## src/rtl/branch_predictor.sv

```systemverilog
// Direct-mapped branch predictor: zero-latency next-PC lookup for IF, trained by the
// branch-resolving stage, with a saturating misprediction counter.
module branch_predictor #(
  parameter int ADDR_W  = 32,
  parameter int ENTRIES = 64,
  parameter int TAG_W   = 8,
  parameter int CNT_W   = 2,
  parameter int MODE    = 1,
  parameter int CNTR_W  = 16
) (
  input  logic              clk_i,
  input  logic              rst_i,
  input  logic [ADDR_W-1:0] pc_i,
  output logic              hit_o,
  output logic              pred_taken_o,
  output logic [ADDR_W-1:0] pred_next_pc_o,
  input  logic              upd_valid_i,
  input  logic [ADDR_W-1:0] upd_pc_i,
  input  logic              upd_taken_i,
  input  logic [ADDR_W-1:0] upd_target_i,
  input  logic              upd_pred_taken_i,
  input  logic [ADDR_W-1:0] upd_pred_target_i,
  output logic              mispredict_o,
  output logic [CNTR_W-1:0] mispredict_cnt_o
);
  localparam int IDX_W = $clog2(ENTRIES);
  localparam logic [CNT_W-1:0]  CNT_MAX  = '1;
  localparam logic [CNT_W-1:0]  CNT_WT   = CNT_W'(1) << (CNT_W - 1);
  localparam logic [CNT_W-1:0]  CNT_WNT  = CNT_WT - CNT_W'(1);
  localparam logic [CNTR_W-1:0] MCNT_MAX = '1;

  logic              r_valid  [ENTRIES];
  logic [TAG_W-1:0]  r_tag    [ENTRIES];
  logic [CNT_W-1:0]  r_cnt    [ENTRIES];
  logic [ADDR_W-1:0] r_target [ENTRIES];
  logic [CNTR_W-1:0] r_misp_cnt;

  logic [IDX_W-1:0]  w_idx;
  logic [TAG_W-1:0]  w_tag;
  logic [IDX_W-1:0]  w_upd_idx;
  logic [TAG_W-1:0]  w_upd_tag;
  logic              w_upd_hit;
  logic [CNT_W-1:0]  w_cnt_inc;
  logic [CNT_W-1:0]  w_cnt_dec;
  logic              w_unused;

  assign w_idx     = pc_i[IDX_W+1:2];
  assign w_tag     = pc_i[IDX_W+TAG_W+1:IDX_W+2];
  assign w_upd_idx = upd_pc_i[IDX_W+1:2];
  assign w_upd_tag = upd_pc_i[IDX_W+TAG_W+1:IDX_W+2];
  // PC bits outside the index/tag fields are intentionally ignored.
  assign w_unused  = ^{pc_i, upd_pc_i};

  // Lookup reads the registered table only, so a same-cycle update is not visible yet.
  always_comb begin
    hit_o          = r_valid[w_idx] && (r_tag[w_idx] == w_tag);
    pred_taken_o   = (MODE != 0) && hit_o && r_cnt[w_idx][CNT_W-1];
    pred_next_pc_o = pred_taken_o ? r_target[w_idx] : pc_i + ADDR_W'(4);
  end

  // upd_valid_i qualifies every upd_* input; there is no back-pressure, an update
  // presented in a cycle is always consumed at the following rising edge.
  always_comb begin
    w_upd_hit = r_valid[w_upd_idx] && (r_tag[w_upd_idx] == w_upd_tag);
    w_cnt_inc = (r_cnt[w_upd_idx] == CNT_MAX) ? CNT_MAX : r_cnt[w_upd_idx] + CNT_W'(1);
    w_cnt_dec = (r_cnt[w_upd_idx] == '0) ? '0 : r_cnt[w_upd_idx] - CNT_W'(1);
  end

  assign mispredict_o = upd_valid_i &&
                        ((upd_taken_i != upd_pred_taken_i) ||
                         (upd_taken_i && (upd_pred_target_i != upd_target_i)));

  always_ff @(posedge clk_i) begin
    if (rst_i) begin
      for (int i = 0; i < ENTRIES; i++) begin
        r_valid[i]  <= 1'b0;
        r_tag[i]    <= '0;
        r_cnt[i]    <= CNT_WNT;
        r_target[i] <= '0;
      end
      r_misp_cnt <= '0;
    end else begin
      if (upd_valid_i) begin
        if (w_upd_hit) begin
          if (upd_taken_i) begin
            r_cnt[w_upd_idx]    <= w_cnt_inc;
            r_target[w_upd_idx] <= upd_target_i;
          end else begin
            r_cnt[w_upd_idx] <= w_cnt_dec;
          end
        end else if (upd_taken_i) begin
          // Taken miss evicts whatever occupies the slot and starts weakly taken.
          r_valid[w_upd_idx]  <= 1'b1;
          r_tag[w_upd_idx]    <= w_upd_tag;
          r_cnt[w_upd_idx]    <= CNT_WT;
          r_target[w_upd_idx] <= upd_target_i;
        end
      end
      if (mispredict_o && (r_misp_cnt != MCNT_MAX)) begin
        r_misp_cnt <= r_misp_cnt + CNTR_W'(1);
      end
    end
  end

  assign mispredict_cnt_o = r_misp_cnt;

endmodule

```

## config.mk

```make
export PLATFORM = sky130hd
export DESIGN_NAME = branch_predictor
export DESIGN_NICKNAME = d
export VERILOG_FILES = /design/src/rtl/branch_predictor.sv
export SDC_FILE = /design/constraint.sdc
export NUM_CORES = 2
export LEC_CHECK = 0
export CORE_ASPECT_RATIO = 1.1
export CORE_UTILIZATION = 55
export DETAILED_ROUTE_END_ITERATION = 12
export PLACE_DENSITY = 0.67
export SYNTH_ARGS = -nofsm -noshare
export SYNTH_HDL_FRONTEND = slang
export SYNTH_SLANG_ARGS = --single-unit
```

## constraint.sdc

```tcl
create_clock -name clk_i -period 19.7 [get_ports clk_i]
set_input_delay 3.94 -clock clk_i [delete_from_list [all_inputs] [get_ports clk_i]]
set_output_delay 3.94 -clock clk_i [all_outputs]
set_load 0.01 [all_outputs]
```

==> reports/metrics.cfg <==
[power_and_ir_drop]
power_frac_comb_pct = 9.4
ir_drop_mv = 0.0867
cellPowerDensity_mw_per_mm2 = 91.7
power.total_w = 0.0136
power.share.sequential_pct = 50.3
p_sw_w = 0.00321
p_clk_share_pct = 40.3
power.internal_w = 0.0103
swShare_pct = 23.7
leakagePower_nw = 49.8

[floorplanning]
die-area_sq_mm = 0.245
die_y_microns = 519
design.core.area_sq_mm = 0.241
pin_count = 184
start_util_pct = 55.3
die_w_microns = 472
rows = 189

[timing]
hold_violations = 0
whs_ps = 478
setup_viol = 0
tightest_slew_ps = 1340
timing.fmax_mhz = 69.4
setup_ws_ps = 5300
post-route-min-period_ps = 14400
setup_tns_ps = 0
max_slew_margin_pct = 10.0
period_share_pct = 73.1
rsz0062_at_grt = false
maxSlewViolCount = 0
fin_worst_skew_ps = 39.3

[clock_network]
clock_tree.root_cell = clkbuf_16
cts_resized = 0
clock-sinks = 2768
cts_tree = built
htreeDepth = 5
clk_pin_slew_worst_paths_ps = 60
cts_made_buffers = 304
cts_max_path_buffers = 4
post_cts_buffers = 0
cts.hold.buffers_added = 0
clk_latency_ps = 960

[yosys]
synth_ff_type = edfxtp_1
synth_top_cell_by_area = edfxtp_1
seq_area_frac_synth_pct = 61.7
syn_nets = 8750
synth.avg_cell_area_sq_um = 15.5
yosysUniqueCellTypes = 80
synth_area_sq_mm = 0.133
synth-seq-cells = 2768
netlist_top_cells_count = edfxtp_1 (2688), and2_1 (2438), mux4_2 (917)
synth_most_common_cell = edfxtp_1
yosysWarnings = 0
netlist.area_leader.share_pct = 60.5
async_reset_ff_share_pct = 0
synth_edf_count = 2688
synth.area.top_cells = edfxtp_1 (60%), mux4_2 (15%), and2_1 (11%)
synth_cells = 8615

[drt]
first_iter_violations = 11400
routedWlPerCell_microns = 35.6
avgViaCountPerCell = 6.78
vias = 80200
drt_first_pass_iters = 9
wl_microns = 421000
drc_errors = 0
ant_nets = 0

[critical_path]
critPathCaptureType = output pin
critPathRequiredTime_ps = 15760
arrival_ps = 10460
critPathLaunchType = input port
crit_type = in -> out
critPathMaxFanout = 68

[final_layout]
multi_input_area_sq_mm = 0.0483
nNetsFinal = 8565
n_fill_cell = 17600
final_area_sq_mm = 0.148
area_growth_pct = 10.7
drive_gt1_share_pct = 23.7
seq_area_sq_mm = 0.0823

[global_routing]
track_usage_pct = 34.5
overflow = 0
grt_pass1_vias = 81600
grt_pass1_wl_microns = 593000
grt_max_degree = 140
antenna_found_initial = 44

[run]
max-cap-violations = 0

[placement]
portBuffers = 165
dp_slack_ps = 5140
placed_area_sq_mm = 0.138
place_congestion = 0.919
dp_hpwl_microns = 239000

[worst_hold_path]
min_path_type = reg -> reg

[status]
status = completed

## metrics by stage
stage               cells  util [%]
floorplan            8615         -
global placement    11300      57.4
detailed placement  11300      57.4
CTS                 11800      61.2
global route        11800      61.3
finish              11800      61.3
## cell families (layout without fill, tap and decap cells)
kind of cell,count (synthesis),after routing,synth area share (%)
AO/OA/AOI/OAI,535,535,3.10
XOR/XNOR,85,85,0.558
adder cells (fa/ha/maj),2,2,0.0187
buffers and inverters,971,993,3.00
flip-flops,2768,2768,61.7
multiplexers,1089,1089,16.9
other,0,49,0
AND/OR/NAND/NOR,3165,3165,14.8
## layout make-up
class	instances	area share, %
clock inverter	135	0.746
timing repair buffer	466	2.62
antenna	49	0.0829
clock buffer	378	5.52
tap	3151	2.67
sequential	2768	55.7
inverter	14	0.0406
multi-input combinational	4876	32.6
## worst paths after layout
kind                startpoint                 end  slack [ps]  depth (start not counted)
hold / removal     r_valid[14]         r_valid[14]         480                          1
hold reg to reg    r_valid[14]         r_valid[14]         480                          1
setup reg to reg  r_tag[16][2]         r_cnt[8][1]       12960                         12
setup / recovery       pc_i[2]  pred_next_pc_o[31]        5300                         14
## power groups by stage
stage | Sequential [W] | Combinational (W) | Clock [W]
finish | 0.00682 | 0.00128 | 0.00546
global route | 0.00684 | 0.00131 | 0.00571
CTS | 0.00682 | 0.00126 | 0.00549
detailed placement | 0.00694 | 0.00126 | 0
global placement | 0.00692 | 0.00125 | 0
floorplan | 0.00691 | 0.000750 | 0
## per-layer routing
metal / track usage (%) / share of wire (%) / vias to the layer above
li1: - / - / 32400
met1: 43.1 / 35 / 41600
met2: 55.6 / 48 / 5053
met3: 7.19 / 10 / 1185
met4: 20.8 / 6.8 / 22
met5: 0 / 0.041 / -
## state kept, by name (all words and copies together) (netlist names)
signal            cells
r_valid              64
r_cnt               128
mispredict_cnt_o     16
r_tag               512
r_target           2048
## critical path, stage by stage
cell and delay, ps:
buf_8 600, buf_4 710, mux4_2 570, nor2b_1 140
a211oi_1 900, a21oi_1 280, mux4_2 550, xnor2_1 140
nand4_1 110, nor2_1 480, and2_2 270, buf_4 570
mux2_2 520, clkdlybuf4s50_1 550
## placed cells by master, fill, tap and decap left out, drive strengths merged, types with 14 or more instances in the layout
master	netlist	final
a22o	17	17
a22oi	79	79
inv	13	18
o22ai	23	23
nand4	22	22
clkbuf	774	379
dfxtp	80	80
xnor2	45	45
o2bb2ai	14	14
and3	15	15
edfxtp	2688	2688
clkinv	1	108
o31ai	57	57
bufinv	0	18
a221oi	52	52
clkdlybuf4s50	0	117
nor4	195	195
buf	183	348
nor2	126	126
nor3	79	79
a21o	67	67
o21ai	89	89
or2	68	68
mux4	917	917
nand4b	64	64
nand3	25	25
o221ai	15	15
xor2	40	40
mux2	94	94
a221o	17	17
a21oi	38	38
mux2i	78	78
and2	2440	2440
nand2	74	74
nor2b	15	15
diode	0	49
Note: power is estimated with default switching activity, not from simulation.
